--- config.mk ---
export PLATFORM = sky130hd
export DESIGN_NAME = uart_cmd_rx
export DESIGN_NICKNAME = d
export VERILOG_FILES = /design/src/rtl/uart_cmd_rx.sv
export SDC_FILE = /design/constraint.sdc
export NUM_CORES = 1
export LEC_CHECK = 0
export BUFFER_PORTS_ARGS = -buffer_cell sky130_fd_sc_hd__buf_2
export CAP_MARGIN = 20
export CORE_ASPECT_RATIO = 1.25
export CORE_MARGIN = 8
export CORE_UTILIZATION = 60
export DETAILED_ROUTE_END_ITERATION = 6
export GPL_TIMING_DRIVEN = 0
export PLACE_DENSITY = 0.88
export SLEW_MARGIN = 20
export SYNTH_ARGS = -nofsm -noshare
export SYNTH_HDL_FRONTEND = slang
export SYNTH_SLANG_ARGS = --single-unit
--- constraint.sdc ---
create_clock -name clk -period 5.3 [get_ports clk]
set_input_delay 0.265 -clock clk [delete_from_list [all_inputs] [get_ports clk]]
set_output_delay 0.265 -clock clk [all_outputs]
set_load 0.02 [all_outputs]
--- src/rtl/uart_cmd_rx.sv ---
// Framed command receiver: SYNC, CMD, four big-endian argument bytes, XOR checksum.
// Bytes are taken on rising edges of the UART ready level, with an inter-byte timeout.
module uart_cmd_rx #(
  parameter logic [7:0] SYNC    = 8'hA5,
  parameter int          TIMEOUT = 240000
) (
  input  logic        clk,
  input  logic        rst,
  input  logic [7:0]  rx_data,
  input  logic        rx_ready,
  output logic [7:0]  cmd,
  output logic [31:0] arg,
  output logic        cmd_valid,
  output logic        cmd_err,
  output logic        busy
);

  localparam int            TW        = $clog2(TIMEOUT + 1);
  localparam logic [TW-1:0] TIMER_MAX = TW'(TIMEOUT);

  localparam logic [1:0] IDLE    = 2'd0;
  localparam logic [1:0] GET_CMD = 2'd1;
  localparam logic [1:0] GET_ARG = 2'd2;
  localparam logic [1:0] GET_CHK = 2'd3;

  logic [1:0]    state;
  logic [1:0]    idx;
  logic [TW-1:0] timer;
  logic          rdy_q;
  logic [7:0]    cmd_sh;
  logic [31:0]   arg_sh;
  logic [7:0]    xor_q;

  logic strobe;
  logic timed_out;

  // A ready level held high for many cycles yields exactly one strobe.
  assign strobe    = rx_ready & ~rdy_q;
  // A strobe in the same cycle as expiry keeps the packet alive.
  assign timed_out = (state != IDLE) && !strobe && (timer == TIMER_MAX);
  assign busy      = (state != IDLE);

  // NOTE: every register here is state, so all assignments are non-blocking;
  // that keeps reads of xor_q/idx in this block seeing last cycle's values.
  always_ff @(posedge clk or posedge rst) begin
    if (rst) begin
      state     <= IDLE;
      idx       <= 2'd0;
      timer     <= '0;
      rdy_q     <= 1'b0;
      cmd_sh    <= 8'h00;
      arg_sh    <= 32'h0;
      xor_q     <= 8'h00;
      cmd       <= 8'h00;
      arg       <= 32'h0;
      cmd_valid <= 1'b0;
      cmd_err   <= 1'b0;
    end else begin
      rdy_q     <= rx_ready;
      cmd_valid <= 1'b0;
      cmd_err   <= 1'b0;

      // Saturating inter-byte timer, only meaningful while a packet is open.
      if (state == IDLE || strobe)
        timer <= '0;
      else if (timer != TIMER_MAX)
        timer <= timer + TW'(1);

      if (timed_out) begin
        cmd_err <= 1'b1;
        state   <= IDLE;
      end else if (strobe) begin
        case (state)
          IDLE: begin
            if (rx_data == SYNC)
              state <= GET_CMD;
          end
          GET_CMD: begin
            cmd_sh <= rx_data;
            xor_q  <= rx_data;
            idx    <= 2'd0;
            state  <= GET_ARG;
          end
          GET_ARG: begin
            arg_sh <= {arg_sh[23:0], rx_data};
            xor_q  <= xor_q ^ rx_data;
            idx    <= idx + 2'd1;
            if (idx == 2'd3)
              state <= GET_CHK;
          end
          GET_CHK: begin
            if (rx_data == xor_q) begin
              cmd       <= cmd_sh;
              arg       <= arg_sh;
              cmd_valid <= 1'b1;
            end else begin
              cmd_err   <= 1'b1;
            end
            state <= IDLE;
          end
          default: state <= IDLE;
        endcase
      end
    end
  end

endmodule

Word level (Yosys, flattened, before mapping)
Index checks and enable logic that the tools add are counted. Widths: inputs -> output; s select.

Memory bits (read-only): 0. Logic and storage cells: 58. RAM bits: 0. Output and inout port bits: 43. Memories: 0. Register bits after elaboration: 113. Latch bits: 0. Input port bits: 11.

Mux-type cells: 17. Multiply operators: 0. Reduce and logical (&&, ||, !) cells: 14. $add $sub $neg: 2. Bitwise gates (word level): 4. Equality and inequality tests: 10. Order comparisons: 0. Shift operators: 0. Div/mod/pow operators: 0.

Operators with widths (number): $mux 18 (2); $add 18x1->18 const B (1); $eq 18x18->1 const B (1); $ne 18x18->1 const B (1); $pmux 8 s2 (1); $reduce_and 3->1 (4); $eq 8x8->1 (1); $eq 8x8->1 const B (1); $mux 1 (8); $mux 2 (4); $pmux 2 s4 (1); $reduce_bool 2->1 (4); $xor 8x8->8 (1); $eq 2x2->1 const B (3); $pmux 2 s2 (1); $reduce_and 4->1 (1); $ne 3x2->1 const B (1); $ne 3x3->1 const B (1); $add 2x1->2 const B (1); $eq 2x1->1 const B (1); $logic_and 1x1->1 (2); $logic_not 2->1 (1); $not 1->1 (2); $and 1x1->1 (1); other kinds (2) (2).

Logic depth before layout (Yosys ltp)
Gate-level depths: netlist of run 1.

Depth after elaboration: 7. Mapped depth: 7. Depth with buffers taken out: 6.

Worst setup path before layout of run 1
No wires, ideal clock.

Kind: register -> register. Start: register xor_q[3]. End: register arg[10]. Arrival time: 1.609 ns. Required time: 5.175 ns. Period minus slack after synthesis: 1.733 ns. Slack: 3.567 ns. Buffers on the path: 1. Cell stages (with the launch flop): 6. Library setup time: 0.125 ns. Path through: dfrtp_1 -> xnor2_1 -> nand4_1 -> nor4_4 -> buf_6 -> mux2_2.

Longest elaborated chain between the ends: 2.

RTL lines: start: declaration (line 32) `logic [7:0] xor_q;`; start signal: assignment (line 80) `xor_q <= rx_data;`; start signal: assignment (line 86) `xor_q <= xor_q ^ rx_data;`; $eq 8x8->1 (line 92) `if (rx_data == xor_q) begin`; $reduce_and 4->1 (no line); end signal: assignment (line 94) `arg <= arg_sh;`; end: declaration (line 12) `output logic [31:0] arg,`.

No other way between the ends. A chain may end at the register's enable or synchronous reset.

Worst setup path in the final report of run 1
Start: register xor_q[3]. End: register cmd[7].

Longest elaborated chain between the ends: 2.

RTL lines: $eq 8x8->1 (line 92); $reduce_and 4->1 (no line); end signal: assignment (line 93) `cmd <= cmd_sh;`; end: declaration (line 11) `output logic [7:0] cmd,`.

No other way between the ends.

==> results.py, run 1 <==
metrics = {
    "min_path": {
        "hold_path_class": "input pin to flip-flop",
        "min_from": "rx_data[6]",
    },
    "floorplanning": {
        "dieArea_sq_mm": 0.01116,
        "die_h_microns": 116.2,
        "rows": 36,
        "boundaryPins": 54,
        "coreArea_sq_mm": 0.007792,
        "die_w_microns": 96.12,
        "initial_core_util": 0.6179,
    },
    "finish": {
        "synthToLayoutAreaGrowth_pct": 20.84,
        "multiInputGateArea_sq_mm": 0.001863,
        "nFillCells": 478,
        "final_nets": 458,
        "drive_above_1_share": 0.3880,
        "finalNonFillerCells": 546,
        "antennaDiodeCount": 0,
        "layout.area.seq_sq_mm": 0.002828,
    },
    "power_and_ir_drop": {
        "p_leak_nw": 2.882,
        "max-vdd-ir-drop_v": 0.0003361,
        "powerDensity_mw_per_mm2": 487.7,
    },
    "synthesis": {
        "netlist_area_sq_mm": 0.004815,
        "ys_ff_latch": 113,
        "yosysTopAreaCellShare": 0.5873,
        "yosys_most_used_dff": "dfrtp_1",
        "synth-edff-count": 0,
        "yosysWarnings": 0,
        "ys_types": 43,
        "syn_nets": 383,
        "synth_top_cell_by_area": "dfrtp_1",
        "ys_top_cells_by_area": "dfrtp_1 (59%), mux2_2 (18%), a21oi_1 (2.0%)",
        "syn_avg_cell_area_sq_um": 13.19,
        "synth_cells": 365,
        "ys_seq_area_frac": 0.5873,
        "synthArstFlopShare": 1.000,
    },
    "setup_path": {
        "cp-end-kind": "flip-flop",
        "cpPeakStageDelay_ns": 0.49,
        "r2r_setup_slack_ns": 3.18,
        "path_cells": "xnor2_1 > nand4_1 > nor4_4 > buf_6 > mux2_2",
        "slowest_stage": "nor4_4",
        "worstSetupStartpointType": "flip-flop",
        "r2r_start": "xor_q[3]",
        "critPathLaunch": "xor_q[3]",
        "worst-setup-path-type": "flip-flop to flip-flop",
        "setup.worst_path.end": "cmd[7]",
        "reg2reg_to": "cmd[7]",
        "cp.arrival_ns": 2.50,
        "crit_fanout": 10,
        "worstPathRequired_ns": 5.69,
        "reg2reg_depth": 5,
    },
    "run": {
        "drv_cap": 0,
    },
    "clock_network": {
        "cts_root_buffer": "clkbuf_8",
        "cts_tree": "built",
        "cts_max_level": 4,
        "ctsHoldBuffers": 2,
        "cts_sinks": 113,
        "clock_latency_ns": 0.51,
        "clk_pin_slew_ns": 0.05,
        "cts-resized-gates": 0,
        "cts_buffers": 17,
        "cts_setup_buffers": 0,
        "clockBufferDepth": 2,
    },
    "detailed_routing": {
        "drc": 0,
        "drtPass1Iterations": 4,
        "final_antenna_net_count": 0,
        "post_drt_wl_per_cell_microns": 19.26,
        "drtIter0Drc": 189,
        "drt-total-wl_mm": 10.52,
        "vias_per_cell": 5.932,
        "vias": 3239,
    },
    "sta": {
        "timing.final.crit_share": 0.3991,
        "tns_ns": 0,
        "maxSlewHeadroom": 0.6782,
        "drv_slew": 0,
        "rsz0062_at_grt": "no",
        "setup_violations": 0,
        "tightestPinTransition_ns": 0.4791,
        "post-route-min-period_ns": 2.115,
        "fmax_mhz": 472.8,
        "fin_skew_ns": 0.005434,
        "timing.final.hold_violations": 0,
    },
    "placed_design": {
        "dp_hpwl_mm": 6.629,
        "place_inst": 514,
        "io_buffer_count": 53,
        "gp_congestion": 0.8132,
    },
    "global_routing": {
        "grt.overflow.total": 0,
        "grt_pass1_wl_mm": 17.25,
        "grt_pass1_vias": 3521,
        "grt_max_degree": 85,
        "groute.usage.overall": 0.2043,
        "antenna_found_initial": 0,
    },
    "outcome": {
        "status": "complete, no violations",
    },
}
## power breakdown
part	internal [mW]	total, mW	leakage, nW	switching (mW)
combinational	0.254	0.537	1.11	0.282
clock	0.696	1.07	0.274	0.375
sequential	1.06	1.23	1.49	0.166
## cells in the final DEF (no fill, tap or decap), types with 5 or more instances in the layout
cell,synthesis,routed
dfrtp_1,113,113
mux2_2,77,77
buf_2,6,59
a21oi_1,19,19
nand2_1,17,17
clkbuf_16,0,16
o21ai_0,15,15
nand3_1,13,13
nor2_1,12,12
xor2_1,10,10
xnor2_1,9,9
inv_1,8,7
ha_1,7,7
nand4_1,5,5
## area by class of cell
class / instances / share of cell area
plain buffers: 15 / 0.01613
clock buffers: 20 / 0.07828
clock inverters: 10 / 0.01914
inverters: 8 / 0.006022
multi-input cells: 229 / 0.3202
flip-flops and latches: 113 / 0.4860
well taps: 95 / 0.02043
repair buffers: 56 / 0.05376
## critical path: cells and delay by family, from the launching register on
kind	cells	cell delay [ns]
XOR/XNOR	1	0.24
buffers and inverters	1	0.23
flip-flops	1	0.41
multiplexers	1	0.36
AND/OR/NAND/NOR	2	0.74
## routing by layer
layer  vias up  share of wire  global-route usage
li1       1464              -                   -
met4         0          0.036              0.1202
met3        33          0.051             0.05852
met5         -              0                   0
met1      1629           0.40              0.2273
met2       113           0.51              0.3386
## cell families (layout without fill, tap and decap cells)
logic type      after synthesis  count (layout)  synth area share
xor+xnor                     19              19           0.03456
flops                       113             113            0.5873
compound gates               46              46           0.05535
buf+inv                      23             109           0.02573
fa+ha+maj                     7               7           0.01819
simple gates                 76              76           0.08966
mux                          81              81            0.1892
## per-stage QoR
stage	worst slack, ns	power, mW	util	hold slack, ns	area [sq um]
5_1_grt	3.069	2.967	0.7466	0.09102	5818
3_3_place_gp	1.025	1.693	0.6671	0.3850	5199
6_report	3.185	2.838	0.7466	0.1078	5818
4_1_cts	3.204	2.844	0.7466	0.08674	5818
3_5_place_dp	3.297	1.751	0.6713	0.2557	5231
2_1_floorplan	2.048	1.587	-	0.2964	4815
## flip-flops by register name (all words and copies together), names as in the netlist
register,flops
cmd,8
idx,2
cmd_valid,1
timer,18
xor_q,8
cmd_err,1
arg_sh,32
arg,32
cmd_sh,8
state,2
rdy_q,1
## synth_stat cells (5+ instances only)
cell type and instances:
dfrtp_1 113, mux2_2 77, a21oi_1 19, nand2_1 17, o21ai_0 15, nand3_1 13
nor2_1 12, xor2_1 10, xnor2_1 9, inv_1 8, ha_1 7, buf_2 6
nand4_1 5
## worst min path at each step
stage	to	slack (ns)	cells after the start
after global routing	cmd_sh[6]	0.09	2
after floorplan	rdy_q	0.30	0
after detailed placement	timer[8]	0.26	2
final	cmd_sh[6]	0.11	2
after global placement	rdy_q	0.38	1
after CTS	cmd_sh[6]	0.09	2
Power figures use the tool's default switching activity.
==> run 2: changes to the inputs <==
- ABC_AREA: unset -> 1
- CORE_UTILIZATION: 60 -> 58
- PLACE_DENSITY: 0.88 -> 0.86
- clock period: 5.3 -> 2 ns (I/O delays scaled with it)
==> run 2 against run 1 <==
Net effect: die area grew 6.2%; setup slack worse by 3.1 ns; global-route usage increased by 0.77 points; combinational power grew to 2.7 times the previous value; area after synthesis up 3.7%; first-iteration DRC count up 24%.
==> results.py, run 2 <==
metrics = {
    "clock_network": {
        "clk_pin_slew_ns": 0.05,
        "cts_sinks": 113,
        "cts_setup_buffers": 0,
        "clockBufferDepth": 2,
        "cts_buffers": 17,
        "cts_root_buffer": "clkbuf_8",
        "clock_latency_ns": 0.51,
        "cts_tree": "built",
        "cts_max_level": 4,
    },
    "sta": {
        "post-route-min-period_ns": 1.898,
        "maxSlewHeadroom": 0.6310,
        "tightestPinTransition_ns": 0.5493,
        "holdWs_ns": 0.07545,
        "fin_skew_ns": 0.006352,
        "drv_slew": 0,
        "fmax_mhz": 527.0,
        "timing.final.crit_share": 0.9488,
        "timing.final.hold_violations": 0,
        "setup_violations": 0,
        "tns_ns": 0,
    },
    "power_and_ir_drop": {
        "max-vdd-ir-drop_v": 0.0007160,
        "powerDensity_mw_per_mm2": 1185,
        "p_leak_nw": 3.247,
        "p_total_mw": 7.210,
    },
    "setup_path": {
        "cpPeakStageDelay_ns": 0.42,
        "path_buf_inv": 4,
        "worst-setup-path-type": "flip-flop to flip-flop",
        "r2r_setup_slack_ns": 0.10,
        "crit_top_cell": "inv_1",
        "worstPathRequired_ns": 2.38,
        "cp-end-kind": "flip-flop",
        "path_cells": "inv_1 > ha_2 > inv_1 > nor2_1 > inv_2 > clkbuf_2 > nand2_1 > o21ai_0",
        "r2r_start": "state[0]",
        "crit_fanout": 10,
        "reg2reg_to": "arg_sh[0]",
        "cp.arrival_ns": 2.27,
        "slowest_stage": "dfrtp_1",
        "worstSetupStartpointType": "flip-flop",
        "reg2reg_depth": 8,
        "path_delay_family": "buffers and inverters",
    },
    "floorplanning": {
        "initial_core_util": 0.5867,
        "boundaryPins": 54,
        "die_h_microns": 119.7,
        "coreArea_sq_mm": 0.008511,
        "die_w_microns": 98.99,
        "dieArea_sq_mm": 0.01185,
        "rows": 38,
    },
    "synthesis": {
        "ys_top_cells_by_area": "dfrtp_1 (57%), nand2_1 (15%), nand4_1 (6.4%)",
        "synth_cells": 579,
        "yosys_most_used_dff": "dfrtp_1",
        "syn_nets": 597,
        "netlist_area_sq_mm": 0.004994,
        "yosysMostFrequentCell": "nand2_1",
        "synth_top_cell_by_area": "dfrtp_1",
        "ys_ff_latch": 113,
        "ys_types": 22,
        "synth-edff-count": 0,
        "ys_top_cells_by_count": "nand2_1 (202), dfrtp_1 (113), o21ai_0 (52)",
        "yosysTopAreaCellShare": 0.5663,
        "yosysWarnings": 0,
        "syn_avg_cell_area_sq_um": 8.624,
        "synthArstFlopShare": 1.000,
        "ys_seq_area_frac": 0.5663,
    },
    "detailed_routing": {
        "drtIter0Drc": 234,
        "vias": 4306,
        "final_antenna_net_count": 0,
        "vias_per_cell": 5.549,
        "drtPass1Iterations": 5,
        "post_drt_wl_per_cell_microns": 15.22,
        "drt-total-wl_mm": 11.81,
        "drc": 0,
    },
    "finish": {
        "mostFrequentLayoutCells": "nand2_1 (202), dfrtp_1 (113), buf_2 (67)",
        "layout.area.seq_sq_mm": 0.002828,
        "reg_top3": "arg x32, arg_sh x32, timer x18",
        "synthToLayoutAreaGrowth_pct": 21.85,
        "antennaDiodeCount": 0,
        "nFillCells": 604,
        "final_nets": 681,
        "finalNonFillerCells": 776,
        "drive_above_1_share": 0.1657,
        "fin_area_sq_mm": 0.006085,
        "multiInputGateArea_sq_mm": 0.001879,
        "layout_commonest_cell": "nand2_1",
    },
    "global_routing": {
        "grt_pass1_wl_mm": 19.87,
        "grt_pass1_vias": 4297,
        "grt.overflow.total": 0,
        "groute.usage.overall": 0.2120,
        "antenna_found_initial": 0,
        "grt_max_degree": 38,
    },
    "placed_design": {
        "gp_congestion": 0.9536,
        "placed_area_sq_mm": 0.005448,
        "place_inst": 735,
        "dp_hpwl_mm": 8.492,
        "io_buffer_count": 53,
    },
    "run": {
        "drv_cap": 0,
    },
    "min_path": {
        "hold_path_class": "input pin to asynchronous set/reset pin",
    },
    "outcome": {
        "status": "complete, no violations",
    },
}
-- run 2: cell types whose count changed after synthesis, moves of 8 or more --
cell	before	now
a21oi_1	19	11
buf_2	6	14
clkbuf_1	4	12
inv_1	8	48
mux2_2	77	3
nand2_1	17	202
nand4_1	5	51
nor2_1	12	27
o21ai_0	15	52
-- run 2: worst max path at each step --
stage / startpoint / endpoint / slack, ns / depth (start not counted)
final: state[0] / arg_sh[0] / 0.10 / 8
after global routing: state[0] / arg_sh[8] / -0.05 / 8
after CTS: xor_q[7] / cmd[4] / 0.01 / 7
after detailed placement: state[0] / arg_sh[24] / -0.02 / 9
after global placement: rst / arg[9] / -0.09 / 2
after floorplan: state[0] / arg_sh[0] / 0.39 / 9
-- run 2: through the flow --
stage,setup slack (ns),util
6_report,0.1025,0.7149
5_1_grt,-0.05416,0.7149
4_1_cts,0.01455,0.7130
3_5_place_dp,-0.02424,0.6401
3_3_place_gp,-0.08815,0.6330
2_1_floorplan,0.3909,-
-- run 2: kinds of logic (layout without fill, tap and decap cells) --
logic type      Yosys count  in the layout  synth area share
buf+inv                  76            173           0.06139
flops                   113            113            0.5663
xor+xnor                 10             10           0.01754
fa+ha+maj                 7              7           0.01754
compound gates           64             64           0.06515
simple gates            306            306            0.2654
mux                       3              3          0.006765
-- run 2: final cells by class --
| type | instances | share of cell area |
|---|---|---|
| repair buffers | 66 | 0.06992 |
| plain buffers | 26 | 0.01995 |
| clock inverters | 6 | 0.004935 |
| well taps | 100 | 0.02056 |
| flip-flops and latches | 113 | 0.4647 |
| clock buffers | 26 | 0.08020 |
| multi-input cells | 390 | 0.3089 |
| inverters | 49 | 0.03085 |
-- run 2: report_power, final --
part	internal (mW)	switching [mW]	total (mW)
Sequential	2.79	0.370	3.16
Combinational	0.505	0.961	1.47
Clock	1.64	0.949	2.58
-- run 2: repair_timing --
item | 4_1_cts | 5_1_grt
hold buffers | 10 | 0
setup endpoints to repair | 7 | 65
gates resized for setup | 1 | 8
gates cloned | 0 | 0
endpoints found under the hold margin | 132 | 0
-- run 2: routing by layer --
metal,up-vias,global-route usage,routed length [microns]
met2,147,0.3692,6029
met5,-,0,0
met1,2060,0.2246,4618
met4,0,0.1203,510
li1,2054,-,-
met3,45,0.06141,656
-- run 2: worst register-to-register path, delay by kind of cell (launching register included) --
kind | cells | cell delay, ns
compound gates | 1 | 0.09
fa+ha+maj | 1 | 0.27
buf+inv | 4 | 0.60
flops | 1 | 0.42
simple gates | 2 | 0.38
